### src/rtl/hash_stream_feeder.sv
// hash_stream_feeder: hashes the key of each tuple in a fixed 3-stage pipeline and feeds
// the join table's build port, then its probe port, owning the build->probe switch.
// Optional macro HASH_FEEDER_FMIX_EN selects the fmix32 hash; otherwise the key passes through.
module hash_stream_feeder #(
  parameter logic [63:0] SERIAL_BASE = 64'd0,
  parameter int unsigned COUNT_WIDTH = 32
) (
  input  logic                   clk,
  input  logic                   resetn,
  input  logic [63:0]            s_data,
  input  logic                   s_valid,
  input  logic                   s_last,
  output logic                   s_ready,
  output logic [63:0]            out_data_BUILD,
  output logic [31:0]            out_hash_BUILD,
  output logic                   out_valid_BUILD,
  output logic                   out_last_BUILD,
  input  logic                   out_ready_BUILD,
  output logic [63:0]            out_data_PROBE,
  output logic [31:0]            out_hash_PROBE,
  output logic                   out_valid_PROBE,
  output logic                   out_last_PROBE,
  output logic [63:0]            out_serialnum,
  input  logic                   out_ready_PROBE,
  output logic [COUNT_WIDTH-1:0] build_count,
  output logic [COUNT_WIDTH-1:0] probe_count,
  output logic                   done
);

  localparam int unsigned DATA_W   = 64;
  localparam int unsigned HASH_W   = 32;
  localparam int unsigned SERIAL_W = 64;

  typedef enum logic [1:0] {ST_BUILD, ST_DRAIN, ST_PROBE, ST_DONE} state_t;

  // Hash round 1 (or key pass-through).
  function automatic logic [HASH_W-1:0] mix1(input logic [HASH_W-1:0] k);
    logic [HASH_W-1:0] h;
`ifdef HASH_FEEDER_FMIX_EN
    h = (k ^ (k >> 16)) * 32'h85EBCA6B;
`else
    h = k;
`endif
    return h;
  endfunction

  // Hash round 2 (or pass-through).
  function automatic logic [HASH_W-1:0] mix2(input logic [HASH_W-1:0] k);
    logic [HASH_W-1:0] h;
`ifdef HASH_FEEDER_FMIX_EN
    h = (k ^ (k >> 13)) * 32'hC2B2AE35;
`else
    h = k;
`endif
    return h;
  endfunction

  // Hash round 3 (or pass-through).
  function automatic logic [HASH_W-1:0] mix3(input logic [HASH_W-1:0] k);
    logic [HASH_W-1:0] h;
`ifdef HASH_FEEDER_FMIX_EN
    h = k ^ (k >> 16);
`else
    h = k;
`endif
    return h;
  endfunction

  state_t                state_q, state_d;
  logic                  plast_q, plast_d;
  logic [SERIAL_W-1:0]   serial_q, serial_d;
  logic                  done_q, done_d;
  logic [COUNT_WIDTH-1:0] bcnt_q, bcnt_d, pcnt_q, pcnt_d;

  logic                  s1_valid_q, s1_valid_d, s1_last_q, s1_last_d, s1_phase_q, s1_phase_d;
  logic [DATA_W-1:0]     s1_data_q, s1_data_d;
  logic [HASH_W-1:0]     s1_hash_q, s1_hash_d;
  logic [SERIAL_W-1:0]   s1_serial_q, s1_serial_d;
  logic                  s2_valid_q, s2_valid_d, s2_last_q, s2_last_d, s2_phase_q, s2_phase_d;
  logic [DATA_W-1:0]     s2_data_q, s2_data_d;
  logic [HASH_W-1:0]     s2_hash_q, s2_hash_d;
  logic [SERIAL_W-1:0]   s2_serial_q, s2_serial_d;

  logic                  ob_valid_q, ob_valid_d, ob_last_q, ob_last_d;
  logic [DATA_W-1:0]     ob_data_q, ob_data_d;
  logic [HASH_W-1:0]     ob_hash_q, ob_hash_d;
  logic                  op_valid_q, op_valid_d, op_last_q, op_last_d;
  logic [DATA_W-1:0]     op_data_q, op_data_d;
  logic [HASH_W-1:0]     op_hash_q, op_hash_d;
  logic [SERIAL_W-1:0]   op_serial_q, op_serial_d;

  logic v3, rdy3, adv, open_state, accept, in_probe, hs_b, hs_p, to_build, to_probe;

  // Global advance and input handshake; s_ready never depends on s_valid.
  always_comb begin
    v3         = ob_valid_q | op_valid_q;
    rdy3       = op_valid_q ? out_ready_PROBE : out_ready_BUILD;
    adv        = ~v3 | rdy3;
    in_probe   = (state_q == ST_PROBE);
    open_state = (state_q == ST_BUILD) | (in_probe & ~plast_q);
    s_ready    = resetn & adv & open_state;
    accept     = s_valid & s_ready;
    hs_b       = ob_valid_q & out_ready_BUILD;
    hs_p       = op_valid_q & out_ready_PROBE;
    to_build   = s2_valid_q & ~s2_phase_q;
    to_probe   = s2_valid_q & s2_phase_q;
  end

  // Pipeline next-state: all stages shift together on adv, else hold.
  always_comb begin
    s1_valid_d  = s1_valid_q;  s1_last_d = s1_last_q;  s1_phase_d = s1_phase_q;
    s1_data_d   = s1_data_q;   s1_hash_d = s1_hash_q;  s1_serial_d = s1_serial_q;
    s2_valid_d  = s2_valid_q;  s2_last_d = s2_last_q;  s2_phase_d = s2_phase_q;
    s2_data_d   = s2_data_q;   s2_hash_d = s2_hash_q;  s2_serial_d = s2_serial_q;
    ob_valid_d  = ob_valid_q;  ob_last_d = ob_last_q;  ob_data_d = ob_data_q;  ob_hash_d = ob_hash_q;
    op_valid_d  = op_valid_q;  op_last_d = op_last_q;  op_data_d = op_data_q;  op_hash_d = op_hash_q;
    op_serial_d = op_serial_q;
    if (adv) begin
      s1_valid_d  = accept;
      s1_last_d   = s_last;
      s1_phase_d  = in_probe;
      s1_data_d   = s_data;
      s1_hash_d   = mix1(s_data[HASH_W-1:0]);
      s1_serial_d = serial_q;
      s2_valid_d  = s1_valid_q;
      s2_last_d   = s1_last_q;
      s2_phase_d  = s1_phase_q;
      s2_data_d   = s1_data_q;
      s2_hash_d   = mix2(s1_hash_q);
      s2_serial_d = s1_serial_q;
      ob_valid_d  = to_build;
      op_valid_d  = to_probe;
      ob_last_d   = 1'b0;
      op_last_d   = 1'b0;
      if (to_build) begin
        ob_data_d = s2_data_q;
        ob_hash_d = mix3(s2_hash_q);
        ob_last_d = s2_last_q;
      end
      if (to_probe) begin
        op_data_d   = s2_data_q;
        op_hash_d   = mix3(s2_hash_q);
        op_last_d   = s2_last_q;
        op_serial_d = s2_serial_q;
      end
    end
  end

  // Phase FSM, probe serial allocation and done flag.
  always_comb begin
    state_d  = state_q;
    plast_d  = plast_q;
    serial_d = serial_q;
    case (state_q)
      ST_BUILD: if (accept & s_last) state_d = ST_DRAIN;
      ST_DRAIN: if (hs_b & ob_last_q) state_d = ST_PROBE;
      ST_PROBE: begin
        if (accept) serial_d = serial_q + SERIAL_W'(1);
        if (accept & s_last) plast_d = 1'b1;
        if (hs_p & op_last_q) begin
          state_d = ST_DONE;
          plast_d = 1'b0;
        end
      end
      ST_DONE:  state_d = ST_DONE;
      default:  state_d = ST_BUILD;
    endcase
    done_d = (state_d == ST_DONE);
  end

  // Saturating per-port handshake counters.
  always_comb begin
    bcnt_d = bcnt_q;
    pcnt_d = pcnt_q;
    if (hs_b && (bcnt_q != '1)) bcnt_d = bcnt_q + COUNT_WIDTH'(1);
    if (hs_p && (pcnt_q != '1)) pcnt_d = pcnt_q + COUNT_WIDTH'(1);
  end

  // State registers; reset discards in-flight tuples.
  always_ff @(posedge clk or negedge resetn) begin
    if (!resetn) begin
      state_q     <= ST_BUILD;
      plast_q     <= 1'b0;
      serial_q    <= SERIAL_BASE;
      done_q      <= 1'b0;
      bcnt_q      <= '0;
      pcnt_q      <= '0;
      s1_valid_q  <= 1'b0; s1_last_q <= 1'b0; s1_phase_q <= 1'b0;
      s1_data_q   <= '0;   s1_hash_q <= '0;   s1_serial_q <= '0;
      s2_valid_q  <= 1'b0; s2_last_q <= 1'b0; s2_phase_q <= 1'b0;
      s2_data_q   <= '0;   s2_hash_q <= '0;   s2_serial_q <= '0;
      ob_valid_q  <= 1'b0; ob_last_q <= 1'b0; ob_data_q <= '0; ob_hash_q <= '0;
      op_valid_q  <= 1'b0; op_last_q <= 1'b0; op_data_q <= '0; op_hash_q <= '0;
      op_serial_q <= '0;
    end else begin
      state_q     <= state_d;
      plast_q     <= plast_d;
      serial_q    <= serial_d;
      done_q      <= done_d;
      bcnt_q      <= bcnt_d;
      pcnt_q      <= pcnt_d;
      s1_valid_q  <= s1_valid_d; s1_last_q <= s1_last_d; s1_phase_q <= s1_phase_d;
      s1_data_q   <= s1_data_d;  s1_hash_q <= s1_hash_d; s1_serial_q <= s1_serial_d;
      s2_valid_q  <= s2_valid_d; s2_last_q <= s2_last_d; s2_phase_q <= s2_phase_d;
      s2_data_q   <= s2_data_d;  s2_hash_q <= s2_hash_d; s2_serial_q <= s2_serial_d;
      ob_valid_q  <= ob_valid_d; ob_last_q <= ob_last_d; ob_data_q <= ob_data_d; ob_hash_q <= ob_hash_d;
      op_valid_q  <= op_valid_d; op_last_q <= op_last_d; op_data_q <= op_data_d; op_hash_q <= op_hash_d;
      op_serial_q <= op_serial_d;
    end
  end

  assign out_data_BUILD  = ob_data_q;
  assign out_hash_BUILD  = ob_hash_q;
  assign out_valid_BUILD = ob_valid_q;
  assign out_last_BUILD  = ob_last_q;
  assign out_data_PROBE  = op_data_q;
  assign out_hash_PROBE  = op_hash_q;
  assign out_valid_PROBE = op_valid_q;
  assign out_last_PROBE  = op_last_q;
  assign out_serialnum   = op_serial_q;
  assign build_count     = bcnt_q;
  assign probe_count     = pcnt_q;
  assign done            = done_q;

endmodule

### config.mk
export PLATFORM = sky130hd
export DESIGN_NAME = hash_stream_feeder
export DESIGN_NICKNAME = d
export VERILOG_FILES = /design/src/rtl/hash_stream_feeder.sv
export SDC_FILE = /design/constraint.sdc
export NUM_CORES = 1
export LEC_CHECK = 0
export ABC_AREA = 1
export CORE_MARGIN = 1.5
export CORE_UTILIZATION = 50
export CTS_BUF_LIST = sky130_fd_sc_hd__clkbuf_8
export DETAILED_ROUTE_END_ITERATION = 10
export PLACE_DENSITY_LB_ADDON = 0.08
export SYNTH_ARGS = -nofsm -noshare
export SYNTH_HDL_FRONTEND = slang
export SYNTH_SLANG_ARGS = --single-unit
### constraint.sdc
create_clock -name clk -period 1.96 [get_ports clk]
set_input_delay 0.392 -clock clk [delete_from_list [all_inputs] [get_ports clk]]
set_output_delay 0.392 -clock clk [all_outputs]
set_load 0.05 [all_outputs]
# After elaboration in Yosys (flattened, before gate mapping)
# Cells that the tools add are included.
# word_totals
latchBits	0
word_cells	70
out_inout_bits	326
mem_bits_ro	0
reg_bits	718
mem_bits_rw	0
inputBits	70
n_memories	0
# op_classes
n_lt_le_gt_ge	0
n_mul	0
eq_ne	6
n_bitwise	17
reduce_logical	8
addsub	3
n_shift	0
n_div	0
mux	9
# ops
operator	count
adder 32 x 1 -> 32 bit, second input constant	2
adder 64 x 1 -> 64 bit, second input constant	1
inequality test 32 bit, second input constant	2
AND 1 bit	11
one-hot mux 2 bit (4 select lines)	1
AND reduction 2 bit	4
== test 2 bit, second input constant	3
two-way mux 2 bit	3
two-way mux 1 bit	5
inverter 1 bit	3
OR 1 bit	3
== test 2 x 1 -> 1 bit, second input constant	1
logical AND 1 bit	2
zero test 2 bit	1
nonzero test 2 bit	1

# Longest topological paths before layout
# Gate-level depths: netlist of run 1.
# logic_depth
ltp_word	10
mapped_depth	11
ltp_nobuf	11

# Worst setup path before layout of run 1
# Ideal clock, no wire load.
# synth_path
path_type	register to output
start	reg op_valid_q, in the netlist out_valid_PROBE
end	out s_ready
path_buffers	3
t_arrival_ps	1951
path_stages_with_launch	7
path_slack_ps	-383
required_time_ps	1568
path_cell_list	dfrtp_1 > nand2_1 > nand2_2 > buf_6 > buf_2 > buf_2 > and2_1
# synth_between
elab_chain_len	5
word_cells_on_any_way	6
# synth_rtl
item	line	text
from (decl)	87	logic op_valid_q, op_valid_d, op_last_q, op_last_d;
from (signal assigned)	207	op_valid_q <= op_valid_d; op_last_q <= op_last_d; op_data_q <= op_data_d; op_hash_q <= op_hash_d;
OR 1 bit	96	v3 = ob_valid_q | op_valid_q;
inverter 1 bit	98	adv = ~v3 | rdy3;
OR 1 bit *	98	
AND 1 bit * (2 in series)	101	s_ready = resetn & adv & open_state;
to (decl)	13	output logic s_ready,
# Every way passes the cells marked *; elsewhere a longest branch is shown, timed or not.

# Final worst setup path of run 1
# Ends and elaborated chain as after synthesis.

==> results of run 1 <==
-- what timing repair did --
action                                 CTS  global route
resized for setup                      371            30
hold buffers                             1             0
endpoints found under the hold margin  422             0
buffers inserted                         4             4
setup endpoints to repair              128            59
pin swaps                                2             4
cloned                                   0             1
-- metal layers --
metal | track usage (%) | vias up | wire length, um
li1 | - | 9833 | -
met1 | 36.5 | 9666 | 31100
met2 | 40.7 | 532 | 31500
met3 | 5.43 | 104 | 4040
met4 | 7.36 | 8 | 1430
met5 | 0 | - | 48
-- synth_stat cells (all sizes together) (2+ instances only) --
library cell,instances,area (um^2)
a21oi,42,214
buf,126,892
clkbuf,44,165
dfrtp,590,14800
ha,3,37.5
inv,261,985
mux2,93,1050
nand2,869,3280
nand3,65,340
nand3b,25,200
nand4,29,196
nor2,247,992
nor3,30,165
nor3b,2,15.0
o21ai,362,1820
xnor2,16,140
xor2,47,412
-- how the worst max path moves through the flow --
stage / start / end / slack (ns) / depth (start not counted)
after global placement: out_ready_PROBE / serial_q[59]$_DFFE_PN0P_ / -0.17 / 9
after global routing: out_valid_BUILD$_DFFE_PN0P_ / s_ready / -0.16 / 5
final: out_valid_PROBE$_DFFE_PN0P_ / s_ready / -0.08 / 4
after CTS: out_valid_BUILD$_DFFE_PN0P_ / s_ready / -0.15 / 5
after detailed placement: out_ready_PROBE / serial_q[59]$_DFFE_PN0P_ / -0.21 / 9
after floorplan: out_valid_PROBE$_DFFE_PN0P_ / s_ready / -0.08 / 6
-- kinds of logic (layout without fill, tap and decap cells) --
family | after synthesis | in the layout | share of synthesized area (%)
adder cells (fa/ha/maj) | 3 | 3 | 0.146
AO/OA/AOI/OAI | 405 | 405 | 7.93
AND/OR/NAND/NOR | 1268 | 1268 | 20.3
other | 0 | 5 | 0
multiplexers | 93 | 93 | 4.08
XOR/XNOR | 63 | 63 | 2.15
buffers and inverters | 431 | 926 | 7.95
flip-flops | 590 | 590 | 57.5
-- power groups by stage --
stage                     registers [mW]  logic, mW  clock network [mW]
after floorplan                     15.2       1.52                   0
after global placement              13.6       4.84                   0
after detailed placement            13.7       4.88                   0
after CTS                           13.4       4.80                11.4
after global routing                13.5       5.03                12.0
final                               13.4       4.76                11.1
-- stage by stage --
stage	setup slack (ns)	power (mW)	util, %	hold WS [ns]
2_1_floorplan	-0.0779	16.7	-	0.0964
3_3_place_gp	-0.171	18.5	59.3	0.209
3_5_place_dp	-0.207	18.5	59.3	0.207
4_1_cts	-0.148	29.6	63.7	0.235
5_1_grt	-0.162	30.5	63.8	0.271
6_report	-0.0791	29.3	63.8	0.294
-- flip-flops by register name, indices dropped and copies added (netlist names), 2 cells and up --
name,cells
probe_count,32
s2_data_q,64
out_data_PROBE,64
s1_serial_q,64
serial_q,64
state_q,2
build_count,32
s1_data_q,64
out_data_BUILD,64
out_serialnum,64
s2_serial_q,64
-- layout make-up --
type,instances,area [um^2]
Sequential cell,590,14800
Inverter,261,995
Timing Repair inverter,1,8.76
Tap cell,672,841
Multi-Input combinational cell,1832,8950
Fill cell,4333,18200
Timing Repair Buffer,490,4520
Clock buffer,125,1720
Clock inverter,49,324
Antenna cell,5,12.5
==> results.md, run 1 <==
Finish:
- In the layout the commonest cells are nand2_1 (863), dfrtp_1 (581), o21ai_0 (349), inv_1 (276), buf_4 (272).
- Summing all non-filler instances in the final layout gives an area of 32100 um^2.
- The fraction of final layout cells with drive strength greater than 1 is 21.5%.
- The final cell count without fillers is 4025.
- Compared with the post-synthesis result, the final layout area differs by 25.2%.
- The library cell used most frequently in the layout, excluding fill and tap cells, is nand2_1.
- In the final design database the tool counted 3345 nets.

Critical path:
- The cell depth of the worst flop-to-flop path is 9.
- For flop-to-flop paths, the worst setup slack is 0.13 ns.
- The category of cells accounting for the largest share of critical-path delay is simple AND/OR/NAND/NOR gates.
- The type of the worst setup path is register to output port.
- The number of buffers and inverters on the critical path is 1.
- The worst endpoint required time is 1.57 ns.
- The critical path goes through nand2_1, nand2_8, and2_4, buf_12.
- STA classifies the critical path startpoint as a register.
- The endpoint identified for the worst register-to-register timing path is build_count[14]$_DFFE_PN0P_.
- The maximum fanout encountered on the critical timing path is 3.
- The worst reg2reg path startpoint is build_count[1]$_DFFE_PN0P_.
- STA puts the critical path data arrival time at 1.65 ns.
- The worst setup path is captured at an output port.
- The longest individual stage delay on the worst path is 0.42 ns.
- On the critical path, the stage with the largest delay is an instance of dfrtp_2.

Clock tree:
- Clock latency on the worst-skew pair, taken at its later pin, is 0.68 ns.
- The H-tree depth is 3.
- The number of clock sinks is 590.
- Buffers inserted during clock tree synthesis total 96.
- TritonCTS built the clock tree.
- The number of buffers on the longest clock path is 3.
- The cell sitting at the root of the clock tree is a clkbuf_8.
- After clock tree synthesis, the clock-pin slew on the worst setup and hold paths is 0.06 ns.

Drt:
- The routed via count divided by cell count is 5.00.
- The final routed wirelength across all metal layers is 68100 um.
- After detailed routing, the number of remaining DRC violations is 0.
- The detailed router finished its first iteration with 1442 violations.
- The count of nets left with antenna violations after detail routing is 0.
- The average detailed-routed wire length per instance is 16.9 um.
- The iteration count of the initial detailed-routing pass is 6.
- The routed layout has 20100 vias.

GRT:
- The initial antenna violation count came to 9.
- The first global-routing pass estimated 108000 um of wire.
- The via count of the first global-routing pass is 19500.
- Global routing consumed, over all layers together, 26.0% of the routing resources.
- Entering global routing, the biggest net connects 174 pins.
- The total congestion overflow is 0.

Yosys:
- In the synthesized netlist the async set-or-reset flop fraction comes to 100%.
- The number of different library cells in the post-synthesis netlist is 35.
- The total nets after synthesis is 2926.
- For this run, the register share of the synthesized area comes to 57.5%.
- The number of flops mapped to enable cells by yosys is 0.
- The number of warnings printed during yosys synthesis is 0.
- The most instantiated flip-flop cell in the synthesis netlist is dfrtp_1.
- The post-synthesis average cell area is 9.00 um^2.
- Summing every instance area after synthesis gives 25700 um^2.
- The total of flip-flops plus latches after synthesis is 590.
- The cell count after synthesis is 2853.

STA:
- The number of hold-slack violations in the final timing report was 0.
- The minimum setup slack in the final design is -0.0791 ns.
- The sum of negative setup slack is -0.0791 ns.
- The worst relative slew slack is 36.7%.
- Setup repair after global routing could not meet its margin everywhere.
- The number of slew-limit violations in the final report was 0.
- Setup violations remaining at the end of the flow were counted as 1.
- The actual slew at the worst max-slew pin is 0.950 ns.
- Static timing analysis puts the maximum clock frequency at 490 MHz.
- The post-layout minimum cycle time is 2.04 ns.
- In the finished design, the share of the clock period the worst path needs comes to 104%.
- On the final layout, the worst clock skew is 0.0282 ns.

Outcome:
- The checks that failed: setup timing.
- The flow ran to the end, but the final reports show violations.

Floorplanning:
- The initial cell density of the core is 51.0%.
- The vertical die dimension is 230 um.
- For this design the top-level I/O count stands at 396.
- The number of placement rows is 82.
- The die is 230 um wide.
- The area enclosed by the die boundary is 52700 um^2.
- The floorplan step defined a core boundary enclosing 50400 um^2.

Pwr:
- Internal power comes to 20.5 mW.
- The share of power burned in registers is 45.8%.
- Power spread over the standard cell area amounts to 912 nW/um^2.
- Summed over all nets, the switching power comes to 8.84 mW.
- The proportion of total power due to net switching is 30.2%.
- VDD sags by at most 0.000612 V.
- In this run the static leakage power is 15.6 nW.
- The clock network fraction of total power is 37.9%.
- Combinational logic burns 16.3% of the power.

Worst hold path:
- The worst hold-check path type is input port to asynchronous set/reset pin.

Run:
- Max-cap violations in this run came to 0.

Placed design:
- Port buffering added 395 buffers.
- After legalization and detailed placement, the total HPWL measured 50200 um.
- The congestion estimate from routability-driven global placement came to 0.927.
- Once placement completed, the tool counted placed cells totaling 3836.
- The standard cell area after detailed placement is 29900 um^2.
Power figures use the tool's default switching activity.
==> run 2, diff against run 1 <==
--- a/config.mk
+++ b/config.mk
@@ -7,7 +7,7 @@
 export LEC_CHECK = 0
 export ABC_AREA = 1
 export CORE_MARGIN = 1.5
-export CORE_UTILIZATION = 50
+export CORE_UTILIZATION = 55
 export CTS_BUF_LIST = sky130_fd_sc_hd__clkbuf_8
 export DETAILED_ROUTE_END_ITERATION = 10
 export PLACE_DENSITY_LB_ADDON = 0.08
==> results.md, run 2 (same netlist as run 1, synthesis figures left out) <==
Outcome:
- Result of the run: complete, but fails checks (unchanged).
- Failing checks: setup timing (unchanged).

Pwr:
- The leakage dissipation was 15.6 nW (about the same).
- The total chip power was 29.0 mW (was 29.3 mW).
- The maximum resistive drop on vdd is 0.000711 V (was 0.000612 V).
- The power density of the placed cells is 905 nW/um^2 (was 912 nW/um^2).

Drt:
- The final routed wirelength across all metal layers came to 68000 um (was 68100 um).
- The post-route DRC violation count was 0 (unchanged).
- The iteration count of the initial detailed-routing pass came to 5 (was 6).
- The via total after detailed routing was 20300 (was 20100).
- The routed via count divided by cell count is 5.14 (was 5.00).
- The average detailed-routed wire length per instance is 17.2 um (was 16.9 um).
- The iteration-0 DRC count of the detailed router is 1564 (was 1442).
- The count of nets left with antenna violations after detail routing is 0 (unchanged).

Floorplanning:
- The vertical die dimension was 219 um (was 230 um).
- The number of placement rows was 78 (was 82).
- The die width was 219 um (was 230 um).
- The floorplan core area is 45700 um^2 (was 50400 um^2).
- The top-level port count came to 396 (unchanged).
- The initial cell density of the core came to 56.2% (was 51.0%).
- The area enclosed by the die boundary is 48000 um^2 (was 52700 um^2).

STA:
- The worst relative slew slack is 30.1% (was 36.7%).
- The actual slew at the worst max-slew pin is 1.05 ns (was 0.950 ns).
- The number of hold-slack violations in the final timing report is 0 (unchanged).
- The minimum setup slack in the final design came to -0.0783 ns (was -0.0791 ns).
- Setup repair after global routing missed its margin: true (unchanged).
- The sum of negative setup slack came to -0.0783 ns (was -0.0791 ns).
- The setup-violating endpoint count in the final report is 1 (unchanged).
- The achievable clock frequency is 491 MHz (was 490 MHz).
- The number of slew-limit violations in the final report is 0 (unchanged).
- The final clock skew is 0.0248 ns (was 0.0282 ns).
- The ratio of final minimum period to clock period is 104% (about the same).
- The post-layout minimum cycle time is 2.04 ns (about the same).

Placed design:
- The final HPWL from detailed placement is 49900 um (was 50200 um).
- The routability-driven placement congestion ratio is 0.937 (was 0.927).
- The number of port buffers is 395 (unchanged).

GRT:
- The global router's overall resource usage is 29.0% (was 26.0%).
- The total congestion overflow came to 0 (unchanged).
- The global routing met3 resource utilization is 5.63% (was 5.43%).
- The fraction of met1 tracks used by global routing is 39.9% (was 36.5%).
- The via count of the first global-routing pass is 20200 (was 19500).
- The largest net degree at the start of global routing is 171 (was 174).
- The most crowded layer after global routing is met2 (unchanged).
- The global-route wire length before repair was 109000 um (was 108000 um).
- The met2 usage in global routing is 45.9% (was 40.7%).
- The initial antenna violation count came to 3 (was 9).

Critical path:
- The critical path endpoint category is an output port (unchanged).
- The startpoint type of the worst setup path is a register (unchanged).
- The type of the worst setup path is register to output port (unchanged).
- The maximum fanout encountered on the critical timing path was 3 (unchanged).
- The worst endpoint required time is 1.57 ns (about the same).
- The endpoint arrival time on the critical path came to 1.65 ns (about the same).

Finish:
- The layout overhead on the synthesized area is 24.9% (was 25.2%).
- Leading cell types in the layout, fill and taps excluded: nand2_1 (862), dfrtp_1 (583), o21ai_0 (348), inv_1 (277), buf_4 (262) (was nand2_1 (863), dfrtp_1 (581), o21ai_0 (349), inv_1 (276), buf_4 (272)).
- The most common library cell in the layout ignoring fill and taps is nand2_1 (unchanged).
- The fraction of the core area covered by cells at the end of the flow was 70.2% (was 63.8%).
- The number of nets in the finished design was 3348 (was 3345).
- The final-layout fill cell count is 3651 (was 4333).
- The fraction of final layout cells with drive strength greater than 1 is 21.4% (was 21.5%).

Clock tree:
- The H-tree depth came to 3 (unchanged).
- The number of buffers on the longest clock path is 3 (unchanged).
- The CTS tree is built (unchanged).
- The number of clock sinks is 590 (unchanged).
- The clock buffer count from CTS is 96 (unchanged).
- The clock root buffer is clkbuf_8 (unchanged).
- The clock insertion delay at the later pin of the skew report is 0.67 ns (was 0.68 ns).
- The clock-pin transition on the worst setup and hold timing paths was 0.06 ns (about the same).

Run:
- The number of maximum-capacitance constraint violations is 0 (unchanged).

Worst hold path:
- The worst hold-check path type is input port to register (was input port to asynchronous set/reset pin).
[run 2: cell types whose count changed in the layout (fill, tap and decap cells not counted), moves of 4 or more]
cell	previous run	this run
buf_4	272	262
buf_12	20	26
clkbuf_2	12	16
nor2_2	12	16
[run 2: layout make-up]
cell class                 count  area (um^2)  area share (%)
multi-input combinational   1832         8970            28.0
timing repair buffer         494         4620            14.4
clock inverter                47          288           0.897
clock buffer                 122         1680            5.24
antenna                        3         7.51          0.0234
tap                          600          751            2.34
sequential                   590        14800            46.1
inverter                     261          985            3.07
[run 2: path summary, 6_finish.rpt]
kind,from,endpoint,slack [ns],depth (start not counted)
min reg2reg,s1_phase_q$_DFFE_PN0P_,s2_phase_q$_DFFE_PN0P_,0.46,2
max in group asynchronous,resetn,out_serialnum[44]$_DFFE_PN0P_,0.36,3
max reg2reg,state_q[0]$_DFF_PN0_,serial_q[50]$_DFFE_PN0P_,0.12,12
min in group asynchronous,resetn,s2_data_q[57]$_DFFE_PN0P_,0.68,3
min,s_last,s1_last_q$_DFFE_PN0P_,0.31,3
max,state_q[0]$_DFF_PN0_,s_ready,-0.08,5
[run 2: per-stage QoR]
| step | hold WS [ns] | std cells | setup slack [ns] | cell area [um^2] |
|---|---|---|---|---|
| 2_1_floorplan | 0.0964 | 2853 | -0.0779 | 25700 |
| 3_3_place_gp | 0.454 | 3768 | -0.190 | 29900 |
| 3_5_place_dp | 0.462 | 3768 | -0.274 | 29900 |
| 4_1_cts | 0.249 | 3943 | -0.162 | 32100 |
| 5_1_grt | 0.295 | 3947 | -0.168 | 32100 |
| 6_report | 0.308 | 3949 | -0.0783 | 32100 |
[run 2: critical path, stage by stage, from the launching register on]
cell and delay [ns]:
dfrtp_1 0.40, inv_2 0.08, nand2_2 0.06, a21oi_4 0.13, and2_4 0.17, buf_12 0.13
[run 2: report_power, final]
group | total [mW] | internal [mW] | switching (mW)
clock network | 10.8 | 5.97 | 4.80
logic | 4.79 | 1.34 | 3.45
registers | 13.5 | 12.9 | 0.566
total | 29.0 | 20.2 | 8.82
[run 2: per-layer routing]
layer	share of wire (%)	vias up
li1	-	9845
met1	45	9872
met2	47	473
met3	5.2	122
met4	3.1	2
met5	0.015	-
[run 2: what timing repair did]
item,in CTS,in global routing
buffers inserted,5,3
endpoints found under the setup margin,136,51
pin swaps,2,5
hold buffers,1,0
gates cloned,0,0
endpoints found under the hold margin,481,0
gates resized for setup,389,33
